`config.mk`:
```
export PLATFORM = sky130hd
export DESIGN_NAME = cl_capture_ctrl_flat
export DESIGN_NICKNAME = d
export VERILOG_FILES = /design/src/rtl/cl_pkg.sv /design/src/rtl/cl_capture_ctrl_if.sv /design/src/rtl/cl_sync_edge.sv /design/src/rtl/cl_capture_ctrl.sv /design/src/flat_wrapper.sv
export SDC_FILE = /design/constraint.sdc
export NUM_CORES = 1
export LEC_CHECK = 0
export ABC_CLOCK_PERIOD_IN_PS = 21300
export CORE_MARGIN = 1.5
export CORE_UTILIZATION = 53
export CTS_BUF_LIST = sky130_fd_sc_hd__clkbuf_4 sky130_fd_sc_hd__clkbuf_8
export CTS_CLUSTER_SIZE = 40
export DETAILED_ROUTE_END_ITERATION = 6
export PLACE_DENSITY = 0.95
export SYNTH_ARGS = -nofsm -noshare
export SYNTH_HDL_FRONTEND = slang
export SYNTH_SLANG_ARGS = --single-unit
export TNS_END_PERCENT = 1
```
`constraint.sdc`:
```
create_clock -name cl_z_pclk -period 21.3 [get_ports cl_z_pclk]
set_input_delay 4.26 -clock cl_z_pclk [delete_from_list [all_inputs] [get_ports cl_z_pclk]]
set_output_delay 4.26 -clock cl_z_pclk [all_outputs]
set_load 0.03 [all_outputs]
```
`src/rtl/cl_pkg.sv`:
```
// rtl/cl_pkg.sv - shared types and defaults for the Camera Link capture controller
// Purpose : FSM state encoding, default geometry widths, boolean constants.
// Ports   : none (package).
package cl_pkg;

  localparam int DEF_N_PORT = 10;
  localparam int DEF_COL_W  = 11;
  localparam int DEF_ROW_W  = 11;
  localparam int DEF_FRM_W  = 20;

  localparam logic TRUE  = 1'b1;
  localparam logic FALSE = 1'b0;

  typedef enum logic [1:0] {
    IDLE,
    SYNC,
    WAIT_FRM,
    FRAME
  } state_t;

endpackage

```
`src/rtl/cl_capture_ctrl_if.sv`:
```
// rtl/cl_capture_ctrl_if.sv - tagged pixel beat stream between capture controller and buffer writer
// Purpose : groups the pixel beat handshake and its frame/line tags.
// Ports   : master drives pix_valid/pix_data/pix_sof/pix_eol/pix_eof, samples pix_ready;
//           slave is the mirror image.
interface cl_capture_ctrl_if
  import cl_pkg::*;
#(
  parameter int DATA_W = 8 * DEF_N_PORT
);

  logic              pix_valid;
  logic [DATA_W-1:0] pix_data;
  logic              pix_sof;
  logic              pix_eol;
  logic              pix_eof;
  logic              pix_ready;

  modport master (
    output pix_valid, pix_data, pix_sof, pix_eol, pix_eof,
    input  pix_ready
  );

  modport slave (
    input  pix_valid, pix_data, pix_sof, pix_eol, pix_eof,
    output pix_ready
  );

endinterface

```
`src/rtl/cl_sync_edge.sv`:
```
// rtl/cl_sync_edge.sv - two-stage input register for fval/lval/data with edge strobes
// Purpose : registers the camera inputs once (d1), keeps the previous sample (d2),
//           and derives rise/fall strobes from d1/d2.
// Ports   : cl_z_pclk, reset (async, active-high); fval, lval, data in;
//           fval_d1, lval_d1, fval_d2, lval_d2, data_d2, fval_rise, fval_fall, lval_fall out.
module cl_sync_edge
  import cl_pkg::*;
#(
  parameter int DATA_W = 8 * DEF_N_PORT
)(
  input  logic              cl_z_pclk,
  input  logic              reset,
  input  logic              fval,
  input  logic              lval,
  input  logic [DATA_W-1:0] data,
  output logic              fval_d1,
  output logic              lval_d1,
  output logic              fval_d2,
  output logic              lval_d2,
  output logic [DATA_W-1:0] data_d2,
  output logic              fval_rise,
  output logic              fval_fall,
  output logic              lval_fall
);

  logic [DATA_W-1:0] data_d1;

  always_ff @(posedge cl_z_pclk or posedge reset) begin
    if (reset) begin
      fval_d1 <= FALSE;
      lval_d1 <= FALSE;
      fval_d2 <= FALSE;
      lval_d2 <= FALSE;
      data_d1 <= '0;
      data_d2 <= '0;
    end else begin
      fval_d1 <= fval;
      lval_d1 <= lval;
      data_d1 <= data;
      fval_d2 <= fval_d1;
      lval_d2 <= lval_d1;
      data_d2 <= data_d1;
    end
  end

  // d2 is the beat being presented downstream; d1 is its one-beat lookahead.
  assign fval_rise = fval_d1 & ~fval_d2;
  assign fval_fall = ~fval_d1 & fval_d2;
  assign lval_fall = ~lval_d1 & lval_d2;

endmodule

```
`src/rtl/cl_capture_ctrl.sv`:
```
// rtl/cl_capture_ctrl.sv - Camera Link frame-capture controller
// Purpose : arms on a host request, aligns to the next full frame, forwards N frames of
//           pixels as tagged beats and checks line length / row count against the armed geometry.
// Ports   : cl_z_pclk, reset (async, active-high); cl_fval, cl_z_lval, cl_data camera inputs;
//           cfg_n_col, cfg_n_row, arm_valid, arm_nfrm, arm_ready, stop host control;
//           pix (cl_capture_ctrl_if.master) beat stream; busy, frm_done, err_* status.
module cl_capture_ctrl
  import cl_pkg::*;
#(
  parameter int N_PORT = DEF_N_PORT,
  parameter int COL_W  = DEF_COL_W,
  parameter int ROW_W  = DEF_ROW_W,
  parameter int FRM_W  = DEF_FRM_W
)(
  input  logic                cl_z_pclk,
  input  logic                reset,
  input  logic                cl_fval,
  input  logic                cl_z_lval,
  input  logic [8*N_PORT-1:0] cl_data,
  input  logic [COL_W-1:0]    cfg_n_col,
  input  logic [ROW_W-1:0]    cfg_n_row,
  input  logic                arm_valid,
  input  logic [FRM_W-1:0]    arm_nfrm,
  output logic                arm_ready,
  input  logic                stop,
  cl_capture_ctrl_if.master   pix,
  output logic                busy,
  output logic [FRM_W-1:0]    frm_done,
  output logic                err_line,
  output logic                err_rows,
  output logic                err_ovf,
  output logic                err_sync
);

  logic                fval_d1, lval_d1, fval_d2, lval_d2;
  logic                fval_rise, fval_fall, lval_fall;
  logic [8*N_PORT-1:0] data_d2;

  state_t              state, state_nxt;
  logic [COL_W-1:0]    n_col_q, col, col_inc;
  logic [ROW_W-1:0]    n_row_q, row, row_inc, rows_final;
  logic [FRM_W-1:0]    nfrm_q;
  logic                stop_q, stop_seen, sof_pend;
  logic                arm_fire, beat, frame_end, last_frame;

  cl_sync_edge #(.DATA_W(8*N_PORT)) u_sync (
    .cl_z_pclk (cl_z_pclk),
    .reset     (reset),
    .fval      (cl_fval),
    .lval      (cl_z_lval),
    .data      (cl_data),
    .fval_d1   (fval_d1),
    .lval_d1   (lval_d1),
    .fval_d2   (fval_d2),
    .lval_d2   (lval_d2),
    .data_d2   (data_d2),
    .fval_rise (fval_rise),
    .fval_fall (fval_fall),
    .lval_fall (lval_fall)
  );

  assign arm_ready = (state == IDLE);
  assign busy      = (state != IDLE);
  assign arm_fire  = arm_valid & arm_ready;
  assign stop_seen = stop_q | stop;

  // A beat is only emitted inside a frame; lval without fval never reaches the output.
  assign beat      = (state == FRAME) & fval_d2 & lval_d2;
  assign frame_end = (state == FRAME) & fval_fall;
  assign last_frame = stop_seen | ((nfrm_q != '0) && ((frm_done + 1'b1) == nfrm_q));

  assign col_inc    = (col == '1) ? col : col + 1'b1;
  assign row_inc    = (row == '1) ? row : row + 1'b1;
  // When fval and lval fall together the closing line has not been counted yet.
  assign rows_final = (beat & lval_fall) ? row_inc : row;

  // Output tags are combinational from the d2/d1 pair so reset clears pix_valid at once.
  assign pix.pix_valid = beat;
  assign pix.pix_data  = data_d2;
  assign pix.pix_sof   = beat & sof_pend;
  assign pix.pix_eol   = beat & lval_fall;
  assign pix.pix_eof   = beat & fval_fall;

  always_ff @(posedge cl_z_pclk or posedge reset) begin
    if (reset) state <= IDLE;
    else       state <= state_nxt;
  end

  always_comb begin
    state_nxt = state;
    case (state)
      IDLE:     if (arm_fire) state_nxt = SYNC;
      SYNC:     if (stop_seen) state_nxt = IDLE;
                else if (!fval_d1) state_nxt = WAIT_FRM;
      WAIT_FRM: if (stop_seen) state_nxt = IDLE;
                else if (fval_rise) state_nxt = FRAME;
      FRAME:    if (frame_end) state_nxt = last_frame ? IDLE : WAIT_FRM;
      default:  state_nxt = IDLE;
    endcase
  end

  always_ff @(posedge cl_z_pclk or posedge reset) begin
    if (reset) begin
      n_col_q  <= '0;
      n_row_q  <= '0;
      nfrm_q   <= '0;
      col      <= '0;
      row      <= '0;
      frm_done <= '0;
      stop_q   <= FALSE;
      sof_pend <= FALSE;
      err_line <= FALSE;
      err_rows <= FALSE;
      err_ovf  <= FALSE;
      err_sync <= FALSE;
    end else begin
      // Stop is remembered until the FSM acts on it by returning to IDLE.
      stop_q <= (state_nxt == IDLE) ? FALSE : (stop_q | stop);

      if (arm_fire) begin
        n_col_q  <= cfg_n_col;
        n_row_q  <= cfg_n_row;
        nfrm_q   <= arm_nfrm;
        frm_done <= '0;
        err_line <= FALSE;
        err_rows <= FALSE;
        err_ovf  <= FALSE;
        err_sync <= FALSE;
      end

      if ((state == WAIT_FRM) && (state_nxt == FRAME)) begin
        col      <= '0;
        row      <= '0;
        sof_pend <= TRUE;
      end

      if (beat) begin
        sof_pend <= FALSE;
        if (lval_fall) begin
          if (col_inc != n_col_q) err_line <= TRUE;
          row <= row_inc;
          col <= '0;
        end else begin
          col <= col_inc;
        end
        // Camera cannot stall: a refused beat is lost but still counted for geometry.
        if (!pix.pix_ready) err_ovf <= TRUE;
      end

      if (frame_end) begin
        frm_done <= frm_done + 1'b1;
        if (rows_final != n_row_q) err_rows <= TRUE;
      end

      if ((state != IDLE) && lval_d1 && !fval_d1) err_sync <= TRUE;
    end
  end

endmodule
```
`src/flat_wrapper.sv`:
```
// flat-port wrapper written by rule: the top's interface ports become plain ports
module cl_capture_ctrl_flat import cl_pkg::*;
#(
  parameter int N_PORT = DEF_N_PORT,
  parameter int COL_W  = DEF_COL_W,
  parameter int ROW_W  = DEF_ROW_W,
  parameter int FRM_W  = DEF_FRM_W
)
  (cl_z_pclk, reset, cl_fval, cl_z_lval, cl_data, cfg_n_col, cfg_n_row, arm_valid, arm_nfrm, arm_ready, stop, busy, frm_done, err_line, err_rows, err_ovf, err_sync, pix_pix_valid, pix_pix_data, pix_pix_sof, pix_pix_eol, pix_pix_eof, pix_pix_ready);
  cl_capture_ctrl_if pix_i ();
  input  logic cl_z_pclk;
  input  logic reset;
  input  logic cl_fval;
  input  logic cl_z_lval;
  input  logic [8*N_PORT-1:0] cl_data;
  input  logic [COL_W-1:0] cfg_n_col;
  input  logic [ROW_W-1:0] cfg_n_row;
  input  logic arm_valid;
  input  logic [FRM_W-1:0] arm_nfrm;
  output logic arm_ready;
  input  logic stop;
  output logic busy;
  output logic [FRM_W-1:0] frm_done;
  output logic err_line;
  output logic err_rows;
  output logic err_ovf;
  output logic err_sync;
  output wire logic [$bits(pix_i.pix_valid)-1:0] pix_pix_valid;
  output wire logic [$bits(pix_i.pix_data)-1:0] pix_pix_data;
  output wire logic [$bits(pix_i.pix_sof)-1:0] pix_pix_sof;
  output wire logic [$bits(pix_i.pix_eol)-1:0] pix_pix_eol;
  output wire logic [$bits(pix_i.pix_eof)-1:0] pix_pix_eof;
  input wire logic [$bits(pix_i.pix_ready)-1:0] pix_pix_ready;
  assign pix_pix_valid = pix_i.pix_valid;
  assign pix_pix_data = pix_i.pix_data;
  assign pix_pix_sof = pix_i.pix_sof;
  assign pix_pix_eol = pix_i.pix_eol;
  assign pix_pix_eof = pix_i.pix_eof;
  assign pix_i.pix_ready = pix_pix_ready;
  cl_capture_ctrl #(.N_PORT(N_PORT), .COL_W(COL_W), .ROW_W(ROW_W), .FRM_W(FRM_W)) u_core (.cl_z_pclk(cl_z_pclk), .reset(reset), .cl_fval(cl_fval), .cl_z_lval(cl_z_lval), .cl_data(cl_data), .cfg_n_col(cfg_n_col), .cfg_n_row(cfg_n_row), .arm_valid(arm_valid), .arm_nfrm(arm_nfrm), .arm_ready(arm_ready), .stop(stop), .pix(pix_i), .busy(busy), .frm_done(frm_done), .err_line(err_line), .err_rows(err_rows), .err_ovf(err_ovf), .err_sync(err_sync));
endmodule
```
==> results of run 1 <==
## cell type report
cell class / count / share of cell area, %
Clock inverter: 7 / 0.411
Tap cell: 225 / 2.20
Sequential cell: 256 / 50.1
Multi-Input combinational cell: 498 / 21.9
Timing Repair Buffer: 243 / 18.9
Clock buffer: 63 / 6.10
Inverter: 10 / 0.352
## power groups by stage
stage	registers (mW)	clock network (mW)	logic, mW
floorplan	0.645	0	0.222
global placement	0.648	0	0.318
detailed placement	0.653	0	0.332
CTS	0.645	0.427	0.336
global route	0.656	0.449	0.369
finish	0.648	0.419	0.336
## flip-flops by register name, indices dropped and copies added (netlist names), 2 cells and up
signal	cells
u_core.u_sync.data_d1	80
u_core.u_sync.data_d2	80
u_core.frm_done	20
u_core.nfrm_q	20
u_core.col	11
u_core.n_col_q	11
u_core.n_row_q	11
u_core.row	11
u_core.state	2
## logic make-up (layout without fill, tap and decap cells)
family          Yosys count  after routing  share of synthesized area, %
xor+xnor                 55             55                          5.14
mux                       4              4                         0.441
compound gates          115            115                          7.40
buf+inv                  40            323                          1.78
fa+ha+maj                 3              3                         0.401
simple gates            321            321                          16.4
flops                   256            256                          68.4
## path summary, 6_finish.rpt
| kind | startpoint | end | slack (ns) | cells past startpoint |
|---|---|---|---|---|
| max in group asynchronous | reset | u_core.u_sync.data_d1[69] | 15.58 | 3 |
| min reg2reg | u_core.u_sync.data_d1[71] | u_core.u_sync.data_d2[71] | 0.34 | 0 |
| max reg2reg | u_core.u_sync.fval_d1 | u_core.frm_done[10] | 18.44 | 7 |
| min | u_core.u_sync.data_d1[71] | u_core.u_sync.data_d2[71] | 0.34 | 0 |
| min in group asynchronous | reset | u_core.u_sync.data_d2[17] | 4.21 | 2 |
| max | u_core.state[0] | pix_pix_sof | 14.62 | 4 |
## routing by layer
layer	global-route usage, %	wire length [microns]	vias up
li1	-	-	3213
met4	9.34	651	0
met5	0	0	-
met2	45.6	12200	319
met1	29.9	8340	3463
met3	5.52	1700	50
## through the flow
stage	hold WS, ns	instance area [sq um]	worst slack [ns]	instances
floorplan	0.331	9370	10.0	794
global placement	0.331	12000	14.89	1232
detailed placement	0.335	12000	14.74	1232
CTS	0.344	12800	14.64	1302
global route	0.349	12800	14.57	1302
finish	0.344	12800	14.62	1302
## cells in the final DEF, fill, tap and decap left out, types with 10 or more instances in the layout
cell type                         instances
sky130_fd_sc_hd__nand2_1                173
sky130_fd_sc_hd__nor4_1                  12
sky130_fd_sc_hd__o21ai_0                 43
sky130_fd_sc_hd__a31oi_1                 10
sky130_fd_sc_hd__a21oi_1                 31
sky130_fd_sc_hd__nand3_1                 14
sky130_fd_sc_hd__xnor2_1                 35
sky130_fd_sc_hd__dfrtp_1                256
sky130_fd_sc_hd__clkbuf_4                14
sky130_fd_sc_hd__nand4_1                 18
sky130_fd_sc_hd__clkbuf_8                49
sky130_fd_sc_hd__xor2_1                  20
sky130_fd_sc_hd__clkdlybuf4s50_1        238
sky130_fd_sc_hd__nor2_1                  46
==> impl_metrics.prom, run 1 <==
# TYPE chip_impl_metric gauge
chip_impl_metric{name="syn-mean-instance-area",unit="sq um"} 11.8
chip_impl_metric{name="yosysSeqAreaShare",unit="%"} 68.4
chip_impl_metric{name="ys_warn_count",unit=""} 0
chip_impl_metric{name="fp.dieW",unit="microns"} 136
chip_impl_metric{name="synth_area",unit="sq um"} 9370
chip_impl_metric{name="crit_required",unit="ns"} 17.04
chip_impl_info{name="worstSetupEndpointType",value="primary output"} 1
chip_impl_metric{name="clock_h_tree_levels",unit=""} 2
chip_impl_metric{name="power.total",unit="mW"} 1.40
chip_impl_metric{name="detailed_routing_iteration_count_for_the_pre_antenna_repair_pass",unit=""} 5
chip_impl_info{name="critical_path.top_delay_family",value="buffers and inverters"} 1
chip_impl_metric{name="multiInputGateArea",unit="sq um"} 2800
chip_impl_metric{name="power.density",unit="nW/um^2"} 110
chip_impl_metric{name="global_route.overflow_total",unit=""} 0
chip_impl_metric{name="numClockSinks",unit=""} 256
chip_impl_info{name="commonest_cells_in_the_netlist",value="sky130_fd_sc_hd__dfrtp_1 (256), sky130_fd_sc_hd__nand2_1 (173), sky130_fd_sc_hd__nor2_1 (46)"} 1
chip_impl_info{name="cts_tree",value="yes"} 1
chip_impl_info{name="cts-root-buf",value="sky130_fd_sc_hd__clkbuf_8"} 1
chip_impl_metric{name="fin_skew",unit="ns"} 0.0174
chip_impl_metric{name="global_route_wire_length_before_repair",unit="mm"} 35.9
chip_impl_info{name="cp-start-kind",value="register"} 1
chip_impl_metric{name="final_nets",unit=""} 1180
chip_impl_metric{name="hpwl",unit="mm"} 15.6
chip_impl_metric{name="avgRoutedWirePerCell",unit="microns"} 17.6
chip_impl_metric{name="finalCritPeriodShare",unit="%"} 31.4
chip_impl_metric{name="static-leakage-power",unit="nW"} 5.59
chip_impl_metric{name="power_switching",unit="uW"} 457
chip_impl_metric{name="crit_fanout",unit=""} 9
chip_impl_metric{name="wl",unit="mm"} 22.9
chip_impl_metric{name="holdBufCountCts",unit=""} 0
chip_impl_metric{name="postSynth.asyncResetShare",unit="%"} 100
chip_impl_info{name="hp-class",value="reg -> reg"} 1
chip_impl_metric{name="number_of_instances_in_the_synthesized_netlist",unit=""} 794
chip_impl_metric{name="core.rowCount",unit=""} 48
chip_impl_metric{name="netlist-cell-type-count",unit=""} 55
chip_impl_metric{name="clock_path_buffers",unit=""} 3
chip_impl_metric{name="switching_power_share_of_the_total",unit="%"} 32.6
chip_impl_info{name="rsz0062_at_grt",value="false"} 1
chip_impl_metric{name="synth-edff-count",unit=""} 0
chip_impl_metric{name="power.share.combinational",unit="%"} 23.9
chip_impl_metric{name="dieArea",unit="sq um"} 18500
chip_impl_metric{name="max_stage_delay",unit="ns"} 0.66
chip_impl_metric{name="final-max-slew-violation-count",unit=""} 0
chip_impl_metric{name="first_global_vias",unit=""} 7031
chip_impl_metric{name="ys_seq_elements",unit=""} 256
chip_impl_info{name="status",value="complete, no violations"} 1
chip_impl_metric{name="grt_max_degree",unit=""} 94
chip_impl_metric{name="time_the_final_worst_path_needs_with_i_o_delays_and_setup",unit="ns"} 6.68
chip_impl_metric{name="cell_internal_pwr",unit="uW"} 945
chip_impl_metric{name="global_routing_usage_summed_across_all_routing_layers",unit="%"} 25.4
chip_impl_info{name="synth.top_cells.by_area",value="sky130_fd_sc_hd__dfrtp_1 (68%), sky130_fd_sc_hd__nand2_1 (6.9%), sky130_fd_sc_hd__xnor2_1 (3.3%)"} 1
chip_impl_metric{name="post_cts.resized_instances",unit=""} 0
chip_impl_metric{name="number_of_antenna_violations_at_the_first_check_in_global_routing",unit=""} 0
chip_impl_metric{name="die_height",unit="microns"} 136
chip_impl_metric{name="maxCapViolCount",unit=""} 0
chip_impl_metric{name="power.clock.fraction",unit="%"} 29.9
chip_impl_metric{name="diodes",unit=""} 0
chip_impl_metric{name="slew-limit-headroom",unit="%"} 23.9
chip_impl_metric{name="io-pin-count",unit=""} 239
chip_impl_metric{name="core_area",unit="sq um"} 17300
chip_impl_info{name="crit_chain",value="nand4_4, clkinv_1, and2_1, clkdlybuf4s50_1"} 1
chip_impl_metric{name="finish.utilization",unit="%"} 73.9
chip_impl_metric{name="numPortBuffers",unit=""} 238
chip_impl_info{name="yosys_most_used_dff",value="sky130_fd_sc_hd__dfrtp_1"} 1
chip_impl_metric{name="finalWeightedCongestion",unit=""} 0.878
chip_impl_metric{name="fmax",unit="GHz"} 0.150
chip_impl_metric{name="timing.final.hold_violations",unit=""} 0
chip_impl_metric{name="layout-drive-gt1-share",unit="%"} 8.54
chip_impl_metric{name="regArea",unit="sq um"} 6410
chip_impl_metric{name="cts_made_buffers",unit=""} 39
chip_impl_metric{name="viasPerCell",unit=""} 5.41
chip_impl_metric{name="dr.first_iter.drc_count",unit=""} 568
chip_impl_metric{name="setup_viol",unit=""} 0
chip_impl_metric{name="clk-insertion-delay-late",unit="ns"} 0.54
chip_impl_metric{name="antenna_left",unit=""} 0
chip_impl_metric{name="area_share_of_the_largest_cell_type_after_synthesis",unit="%"} 68.4
chip_impl_metric{name="vias",unit=""} 7045
chip_impl_info{name="timing_worst_setup_path_type",value="reg -> out"} 1
chip_impl_metric{name="synth_nets",unit=""} 926
chip_impl_metric{name="area_delta_synth_final",unit="%"} 36.5
chip_impl_metric{name="critical_path_buf_inv_count",unit=""} 2
chip_impl_info{name="synthMostInstantiatedCell",value="sky130_fd_sc_hd__dfrtp_1"} 1
chip_impl_metric{name="floorplan.initialDensity",unit="%"} 54.2
chip_impl_metric{name="irDropWorstVdd",unit="V"} 0.000105
chip_impl_metric{name="final.setup.tns",unit="ns"} 0
chip_impl_metric{name="worstPathArrival",unit="ns"} 2.42
chip_impl_info{name="cpMaxStageDelayCell",value="sky130_fd_sc_hd__clkdlybuf4s50_1"} 1
chip_impl_metric{name="sequential_fraction_of_design_power",unit="%"} 46.2
chip_impl_metric{name="post_route_drc",unit=""} 0
chip_impl_metric{name="clkSlewWorstSetupHoldPaths",unit="ns"} 0.06
chip_impl_metric{name="n_fill_cell",unit=""} 1124
chip_impl_metric{name="worstMarginPinSlew",unit="ns"} 1.14
chip_impl_info{name="synth_largest_area_cell",value="sky130_fd_sc_hd__dfrtp_1"} 1
chip_impl_metric{name="postCtsSetupRepairBufs",unit=""} 0
(Power assumes the default switching activity.)
==> inputs of run 2 (changes only) <==
--- a/config.mk
+++ b/config.mk
@@ -5,13 +5,13 @@
 export SDC_FILE = /design/constraint.sdc
 export NUM_CORES = 1
 export LEC_CHECK = 0
-export ABC_CLOCK_PERIOD_IN_PS = 21300
+export ABC_CLOCK_PERIOD_IN_PS = 6230
 export CORE_MARGIN = 1.5
-export CORE_UTILIZATION = 53
+export CORE_UTILIZATION = 51
 export CTS_BUF_LIST = sky130_fd_sc_hd__clkbuf_4 sky130_fd_sc_hd__clkbuf_8
 export CTS_CLUSTER_SIZE = 40
 export DETAILED_ROUTE_END_ITERATION = 6
-export PLACE_DENSITY = 0.95
+export PLACE_DENSITY = 0.94
 export SYNTH_ARGS = -nofsm -noshare
 export SYNTH_HDL_FRONTEND = slang
 export SYNTH_SLANG_ARGS = --single-unit
==> constraint.sdc (replaced) <==
create_clock -name cl_z_pclk -period 6.23 [get_ports cl_z_pclk]
set_input_delay 1.246 -clock cl_z_pclk [delete_from_list [all_inputs] [get_ports cl_z_pclk]]
set_output_delay 1.246 -clock cl_z_pclk [all_outputs]
set_load 0.03 [all_outputs]
==> run 2 against run 1 <==
Worst hold slack got worse by 0.0062 ns. Cell count barely moved. First-iteration DRC count fell by 15%.
==> impl_metrics.prom, run 2 (synthesis gave the netlist of run 1 again) <==
# TYPE chip_impl_metric gauge
chip_impl_info{name="most_frequent_standard_cell_in_the_layout_excluding_fill_and_tap_cells",value="sky130_fd_sc_hd__dfrtp_1"} 1
chip_impl_metric{name="fin_skew",unit="ns"} 0.0241
chip_impl_metric{name="area_delta_synth_final",unit="%"} 36.1
chip_impl_metric{name="post_route_drc",unit=""} 0
chip_impl_info{name="cpMaxStageDelayCell",value="sky130_fd_sc_hd__clkdlybuf4s50_1"} 1
chip_impl_metric{name="global_routing_usage_summed_across_all_routing_layers",unit="%"} 24.0
chip_impl_metric{name="n_fill_cell",unit=""} 1265
chip_impl_info{name="cp-start-kind",value="register"} 1
chip_impl_metric{name="power.share.combinational",unit="%"} 24.0
chip_impl_metric{name="static-leakage-power",unit="nW"} 5.57
chip_impl_metric{name="multiInputGateArea",unit="sq um"} 2800
chip_impl_metric{name="gr-usage-met1",unit="%"} 29.0
chip_impl_metric{name="met2_capacity_usage_during_global_routing",unit="%"} 41.4
chip_impl_metric{name="clk-insertion-delay-late",unit="ns"} 0.54
chip_impl_metric{name="clock_h_tree_levels",unit=""} 2
chip_impl_metric{name="core_area",unit="sq um"} 18000
chip_impl_metric{name="final.hold.worst_slack",unit="ns"} 0.338
chip_impl_metric{name="finalWeightedCongestion",unit=""} 0.886
chip_impl_metric{name="avgRoutedWirePerCell",unit="microns"} 17.5
chip_impl_metric{name="die_height",unit="microns"} 139
chip_impl_metric{name="finalCritPeriodShare",unit="%"} 58.2
chip_impl_info{name="timing_worst_setup_path_type",value="reg -> out"} 1
chip_impl_info{name="crit_chain",value="nand4_4, clkinv_1, and2_1, clkdlybuf4s50_1"} 1
chip_impl_metric{name="diodes",unit=""} 0
chip_impl_metric{name="global_route.overflow_total",unit=""} 0
chip_impl_metric{name="cell_internal_pwr",unit="mW"} 3.20
chip_impl_info{name="rsz0062_at_grt",value="false"} 1
chip_impl_metric{name="max_stage_delay",unit="ns"} 0.66
chip_impl_info{name="hp-class",value="reg -> reg"} 1
chip_impl_info{name="largest_registers_ranked_by_flip_flop_count",value="u_core.u_sync.data_d1 (80), u_core.u_sync.data_d2 (80)"} 1
chip_impl_info{name="cts-root-buf",value="sky130_fd_sc_hd__clkbuf_8"} 1
chip_impl_metric{name="vias",unit=""} 6956
chip_impl_metric{name="final_nets",unit=""} 1182
chip_impl_metric{name="viasPerCell",unit=""} 5.35
chip_impl_metric{name="slew-limit-headroom",unit="%"} 20.1
chip_impl_metric{name="worstMarginPinSlew",unit="ns"} 1.19
chip_impl_metric{name="numPlacedInstances",unit=""} 1236
chip_impl_metric{name="first_global_vias",unit=""} 7083
chip_impl_info{name="globalRoute.busiestLayer",value="met2"} 1
chip_impl_metric{name="floorplan.initialDensity",unit="%"} 52.1
chip_impl_metric{name="timing.final.hold_violations",unit=""} 0
chip_impl_info{name="status",value="complete, no violations"} 1
chip_impl_metric{name="postCtsSetupRepairBufs",unit=""} 0
chip_impl_metric{name="antenna_left",unit=""} 0
chip_impl_metric{name="global_route_wire_length_before_repair",unit="mm"} 36.4
chip_impl_metric{name="power.clock.fraction",unit="%"} 29.2
chip_impl_metric{name="regArea",unit="sq um"} 6410
chip_impl_metric{name="clkSlewWorstSetupHoldPaths",unit="ns"} 0.07
chip_impl_metric{name="power.density",unit="nW/um^2"} 371
chip_impl_metric{name="dieArea",unit="sq um"} 19200
chip_impl_metric{name="numClockSinks",unit=""} 256
chip_impl_metric{name="grt_max_degree",unit=""} 143
chip_impl_info{name="layout_common_cells",value="sky130_fd_sc_hd__dfrtp_1 (256), sky130_fd_sc_hd__clkdlybuf4s50_1 (238), sky130_fd_sc_hd__nand2_1 (173), sky130_fd_sc_hd__clkbuf_8 (47), sky130_fd_sc_hd__nor2_1 (46)"} 1
chip_impl_metric{name="critical_path_buf_inv_count",unit=""} 2
chip_impl_metric{name="fmax",unit="GHz"} 0.276
chip_impl_metric{name="setup_viol",unit=""} 0
chip_impl_metric{name="final-max-slew-violation-count",unit=""} 0
chip_impl_metric{name="power_switching",unit="mW"} 1.53
chip_impl_metric{name="power.total",unit="mW"} 4.73
chip_impl_metric{name="cts_made_buffers",unit=""} 41
chip_impl_metric{name="io-pin-count",unit=""} 239
chip_impl_metric{name="layout-drive-gt1-share",unit="%"} 8.12
chip_impl_info{name="cts_tree",value="yes"} 1
chip_impl_metric{name="clock_path_buffers",unit=""} 3
chip_impl_metric{name="worstPathArrival",unit="ns"} 2.38
chip_impl_metric{name="time_the_final_worst_path_needs_with_i_o_delays_and_setup",unit="ns"} 3.63
chip_impl_metric{name="core.rowCount",unit=""} 49
chip_impl_metric{name="maxCapViolCount",unit=""} 0
chip_impl_metric{name="hpwl",unit="mm"} 15.6
chip_impl_metric{name="grtUsageMet3",unit="%"} 5.30
chip_impl_metric{name="dr.first_iter.drc_count",unit=""} 482
chip_impl_metric{name="switching_power_share_of_the_total",unit="%"} 32.4
chip_impl_metric{name="final.setup.tns",unit="ns"} 0
chip_impl_info{name="critical_path.top_delay_family",value="buffers and inverters"} 1
chip_impl_metric{name="post_cts.resized_instances",unit=""} 0
chip_impl_metric{name="holdBufCountCts",unit=""} 0
chip_impl_metric{name="crit_fanout",unit=""} 9
chip_impl_metric{name="fp.dieW",unit="microns"} 139
chip_impl_metric{name="finish.cell_count_without_fillers",unit=""} 1301
chip_impl_metric{name="numPortBuffers",unit=""} 238
chip_impl_info{name="worstSetupEndpointType",value="primary output"} 1
chip_impl_metric{name="wl",unit="mm"} 22.8
chip_impl_metric{name="irDropWorstVdd",unit="V"} 0.000228
chip_impl_metric{name="detailed_routing_iteration_count_for_the_pre_antenna_repair_pass",unit=""} 5
chip_impl_metric{name="sequential_fraction_of_design_power",unit="%"} 46.8
chip_impl_metric{name="crit_required",unit="ns"} 4.98
chip_impl_metric{name="number_of_antenna_violations_at_the_first_check_in_global_routing",unit=""} 0
## run 2: stage by stage
stage / util [%] / instance area [sq um] / worst slack [ns]
2_1_floorplan: - / 9370 / 1.61
3_5_place_dp: 66.6 / 12000 / 2.93
6_report: 71.0 / 12700 / 2.60
4_1_cts: 71.0 / 12700 / 2.58
5_1_grt: 71.0 / 12700 / 2.48
3_3_place_gp: 66.6 / 12000 / 2.99
## run 2: final cells by class
class                   instances  share of cell area [%]
well taps                     229                    2.25
clock inverters                 5                   0.275
repair buffers                243                    19.1
flip-flops and latches        256                    50.3
clock buffers                  60                    5.84
inverters                      10                   0.324
multi-input cells             498                    22.0
## run 2: power by group through the flow
stage	clock, mW	sequential [mW]	combinational [mW]
finish	1.38	2.21	1.13
floorplan	0	2.21	0.758
global route	1.49	2.25	1.26
global placement	0	2.22	1.08
detailed placement	0	2.23	1.13
CTS	1.42	2.21	1.14
## run 2: path summary, 6_finish.rpt
check / start / end / slack (ns) / depth (start not counted)
max in group asynchronous: reset / u_core.state[1] / 3.60 / 3
min: u_core.u_sync.data_d1[5] / u_core.u_sync.data_d2[5] / 0.34 / 0
max: u_core.state[0] / pix_pix_sof / 2.60 / 4
min reg2reg: u_core.u_sync.data_d1[5] / u_core.u_sync.data_d2[5] / 0.34 / 0
min in group asynchronous: reset / u_core.u_sync.data_d1[74] / 1.20 / 2
max reg2reg: u_core.u_sync.fval_d1 / u_core.frm_done[4] / 3.37 / 6
## run 2: layer usage
metal | part of all wire [%] | wire [microns] | up-vias
li1 | - | - | 3191
met1 | 39 | 8800 | 3397
met2 | 51 | 11600 | 305
met3 | 6.6 | 1500 | 63
met4 | 3.7 | 851 | 0
met5 | 0 | 0 | -
==> inputs of run 3 (changes only) <==
--- a/config.mk
+++ b/config.mk
@@ -5,7 +5,7 @@
 export SDC_FILE = /design/constraint.sdc
 export NUM_CORES = 1
 export LEC_CHECK = 0
-export ABC_CLOCK_PERIOD_IN_PS = 6230
+export ABC_CLOCK_PERIOD_IN_PS = 3600
 export CORE_MARGIN = 1.5
 export CORE_UTILIZATION = 51
 export CTS_BUF_LIST = sky130_fd_sc_hd__clkbuf_4 sky130_fd_sc_hd__clkbuf_8
==> constraint.sdc (replaced) <==
create_clock -name cl_z_pclk -period 3.6 [get_ports cl_z_pclk]
set_input_delay 0.72 -clock cl_z_pclk [delete_from_list [all_inputs] [get_ports cl_z_pclk]]
set_output_delay 0.72 -clock cl_z_pclk [all_outputs]
set_load 0.03 [all_outputs]
==> run 3 against run 2 <==
Critical path depth unchanged. Worst setup slack got worse by 2.1 ns. Sequential share of layout area decreased by 0.84 points. Clock skew decreased by 0.0032 ns. Clock-buffer cell count increased by 4. Worst hold slack got worse by 0.0066 ns. Global-route usage increased by 0.19 points. Sequential power increased by 73%. Critical path type unchanged. Highest routed layer unchanged.
==> impl_metrics.prom, run 3 (synthesis gave the netlist of run 1 again) <==
# TYPE chip_impl_metric gauge
chip_impl_info{name="cp-start-kind",value="register"} 1
chip_impl_metric{name="post_cts.resized_instances",unit=""} 0
chip_impl_metric{name="dr.first_iter.drc_count",unit=""} 433
chip_impl_metric{name="grt_max_degree",unit=""} 77
chip_impl_metric{name="cts_made_buffers",unit=""} 40
chip_impl_metric{name="layout-drive-gt1-share",unit="%"} 9.13
chip_impl_metric{name="global_routing_usage_summed_across_all_routing_layers",unit="%"} 24.2
chip_impl_metric{name="maxCapViolCount",unit=""} 0
chip_impl_metric{name="avgRoutedWirePerCell",unit="microns"} 17.5
chip_impl_metric{name="final.hold.worst_slack",unit="ns"} 0.331
chip_impl_metric{name="global_route.overflow_total",unit=""} 0
chip_impl_info{name="hp-class",value="reg -> reg"} 1
chip_impl_info{name="timing_worst_setup_path_type",value="reg -> out"} 1
chip_impl_metric{name="post_route_drc",unit=""} 0
chip_impl_info{name="layout_common_cells",value="sky130_fd_sc_hd__dfrtp_1 (256), sky130_fd_sc_hd__clkdlybuf4s50_1 (238), sky130_fd_sc_hd__nand2_1 (173), sky130_fd_sc_hd__clkbuf_8 (50), sky130_fd_sc_hd__nor2_1 (46)"} 1
chip_impl_metric{name="dieArea",unit="sq um"} 19200
chip_impl_metric{name="number_of_antenna_violations_at_the_first_check_in_global_routing",unit=""} 0
chip_impl_metric{name="time_the_final_worst_path_needs_with_i_o_delays_and_setup",unit="ns"} 3.12
chip_impl_metric{name="static-leakage-power",unit="nW"} 5.67
chip_impl_metric{name="wl",unit="mm"} 23.0
chip_impl_metric{name="first_global_vias",unit=""} 7131
chip_impl_metric{name="power.density",unit="nW/um^2"} 658
chip_impl_metric{name="vias",unit=""} 7002
chip_impl_metric{name="crit_required",unit="ns"} 2.88
chip_impl_metric{name="clk-insertion-delay-late",unit="ns"} 0.54
chip_impl_metric{name="core.rowCount",unit=""} 49
chip_impl_metric{name="viasPerCell",unit=""} 5.33
chip_impl_metric{name="finish.utilization",unit="%"} 72.2
chip_impl_metric{name="crit_fanout",unit=""} 9
chip_impl_metric{name="clock_path_buffers",unit=""} 3
chip_impl_metric{name="worstMarginPinSlew",unit="ns"} 1.14
chip_impl_metric{name="holdBufCountCts",unit=""} 0
chip_impl_metric{name="core_area",unit="sq um"} 18000
chip_impl_info{name="cpMaxStageDelayCell",value="sky130_fd_sc_hd__clkdlybuf4s50_1"} 1
chip_impl_info{name="crit_chain",value="nand4_4, clkinv_1, and2_1, clkdlybuf4s50_1"} 1
chip_impl_metric{name="fin_skew",unit="ns"} 0.0209
chip_impl_metric{name="global_route_wire_length_before_repair",unit="mm"} 36.7
chip_impl_metric{name="detailed_routing_iteration_count_for_the_pre_antenna_repair_pass",unit=""} 5
chip_impl_info{name="most_frequent_standard_cell_in_the_layout_excluding_fill_and_tap_cells",value="sky130_fd_sc_hd__dfrtp_1"} 1
chip_impl_metric{name="floorplan.initialDensity",unit="%"} 52.1
chip_impl_info{name="largest_registers_ranked_by_flip_flop_count",value="u_core.u_sync.data_d1 (80), u_core.u_sync.data_d2 (80)"} 1
chip_impl_info{name="status",value="complete, no violations"} 1
chip_impl_metric{name="die_height",unit="microns"} 139
chip_impl_metric{name="irDropWorstVdd",unit="V"} 0.000379
chip_impl_info{name="cts_tree",value="yes"} 1
chip_impl_metric{name="worst-r2r-cell-count",unit=""} 8
chip_impl_metric{name="clock_h_tree_levels",unit=""} 2
chip_impl_metric{name="finalCritPeriodShare",unit="%"} 86.6
chip_impl_metric{name="area_delta_synth_final",unit="%"} 38.4
chip_impl_metric{name="fp.dieW",unit="microns"} 139
chip_impl_metric{name="slew-limit-headroom",unit="%"} 23.6
chip_impl_metric{name="numClockSinks",unit=""} 256
chip_impl_metric{name="fmax",unit="GHz"} 0.321
chip_impl_info{name="cts-root-buf",value="sky130_fd_sc_hd__clkbuf_8"} 1
chip_impl_metric{name="placement.cell_area",unit="sq um"} 12000
chip_impl_metric{name="final-max-slew-violation-count",unit=""} 0
chip_impl_metric{name="io-pin-count",unit=""} 239
chip_impl_metric{name="hpwl",unit="mm"} 15.7
chip_impl_metric{name="max_stage_delay",unit="ns"} 0.66
chip_impl_metric{name="final_nets",unit=""} 1186
chip_impl_metric{name="clkSlewWorstSetupHoldPaths",unit="ns"} 0.06
chip_impl_info{name="rsz0062_at_grt",value="false"} 1
chip_impl_metric{name="finalWeightedCongestion",unit=""} 0.924
chip_impl_metric{name="postCtsSetupRepairBufs",unit=""} 0
chip_impl_metric{name="timing.final.hold_violations",unit=""} 0
chip_impl_metric{name="worstPathArrival",unit="ns"} 2.40
chip_impl_metric{name="antenna_left",unit=""} 0
chip_impl_metric{name="setup_viol",unit=""} 0
chip_impl_metric{name="design_area",unit="sq um"} 13000
chip_impl_info{name="worstSetupEndpointType",value="primary output"} 1
chip_impl_metric{name="hold-path-cell-count",unit=""} 0
chip_impl_metric{name="diodes",unit=""} 0
chip_impl_metric{name="final.setup.tns",unit="ns"} 0
chip_impl_metric{name="numPortBuffers",unit=""} 238
-- run 3: critical path: cells and delay by family, from the launching register on --
kind,cells,cell delay [ns]
and+or+nand+nor,2,0.42
buffers and inverters,2,0.90
DFF,1,0.55
-- run 3: report_power, final --
group          internal, mW  switching (mW)
Sequential             3.35           0.486
Clock                  1.63            1.11
Combinational         0.869            1.09
-- run 3: routing by layer --
| layer | GRT usage, % | vias to the layer above | part of all wire, % |
|---|---|---|---|
| li1 | - | 3216 | - |
| met5 | 0 | - | 0 |
| met3 | 5.26 | 75 | 7.1 |
| met4 | 10.1 | 0 | 3.5 |
| met1 | 29.6 | 3389 | 38 |
| met2 | 41.8 | 322 | 52 |
-- run 3: cell type report --
cell class                 count  area (sq um)
sequential                   256          6410
fill                        1169          5000
multi-input combinational    498          2800
timing repair buffer         248          2490
clock buffer                  64           793
tap                          229           287
clock inverter                 8           140
inverter                      10          41.3
-- run 3: path summary, 6_finish.rpt --
check	startpoint	slack (ns)	to
setup / recovery	u_core.state[0]	0.48	pix_pix_sof
hold / removal	u_core.u_sync.data_d1[6]	0.33	u_core.u_sync.data_d2[6]
setup reg to reg	u_core.col[0]	0.95	u_core.err_line
hold reg to reg	u_core.u_sync.data_d1[6]	0.33	u_core.u_sync.data_d2[6]
max in group asynchronous	reset	2.22	u_core.col[0]
min in group asynchronous	reset	0.58	u_core.u_sync.data_d2[69]
-- run 3: through the flow --
step / setup WS [ns] / std cells / power, mW
2_1_floorplan: -0.492 / 794 / 5.13
3_3_place_gp: 0.964 / 1241 / 5.73
3_5_place_dp: 0.883 / 1241 / 5.82
4_1_cts: 0.453 / 1313 / 8.60
5_1_grt: 0.378 / 1313 / 9.01
6_report: 0.481 / 1313 / 8.53
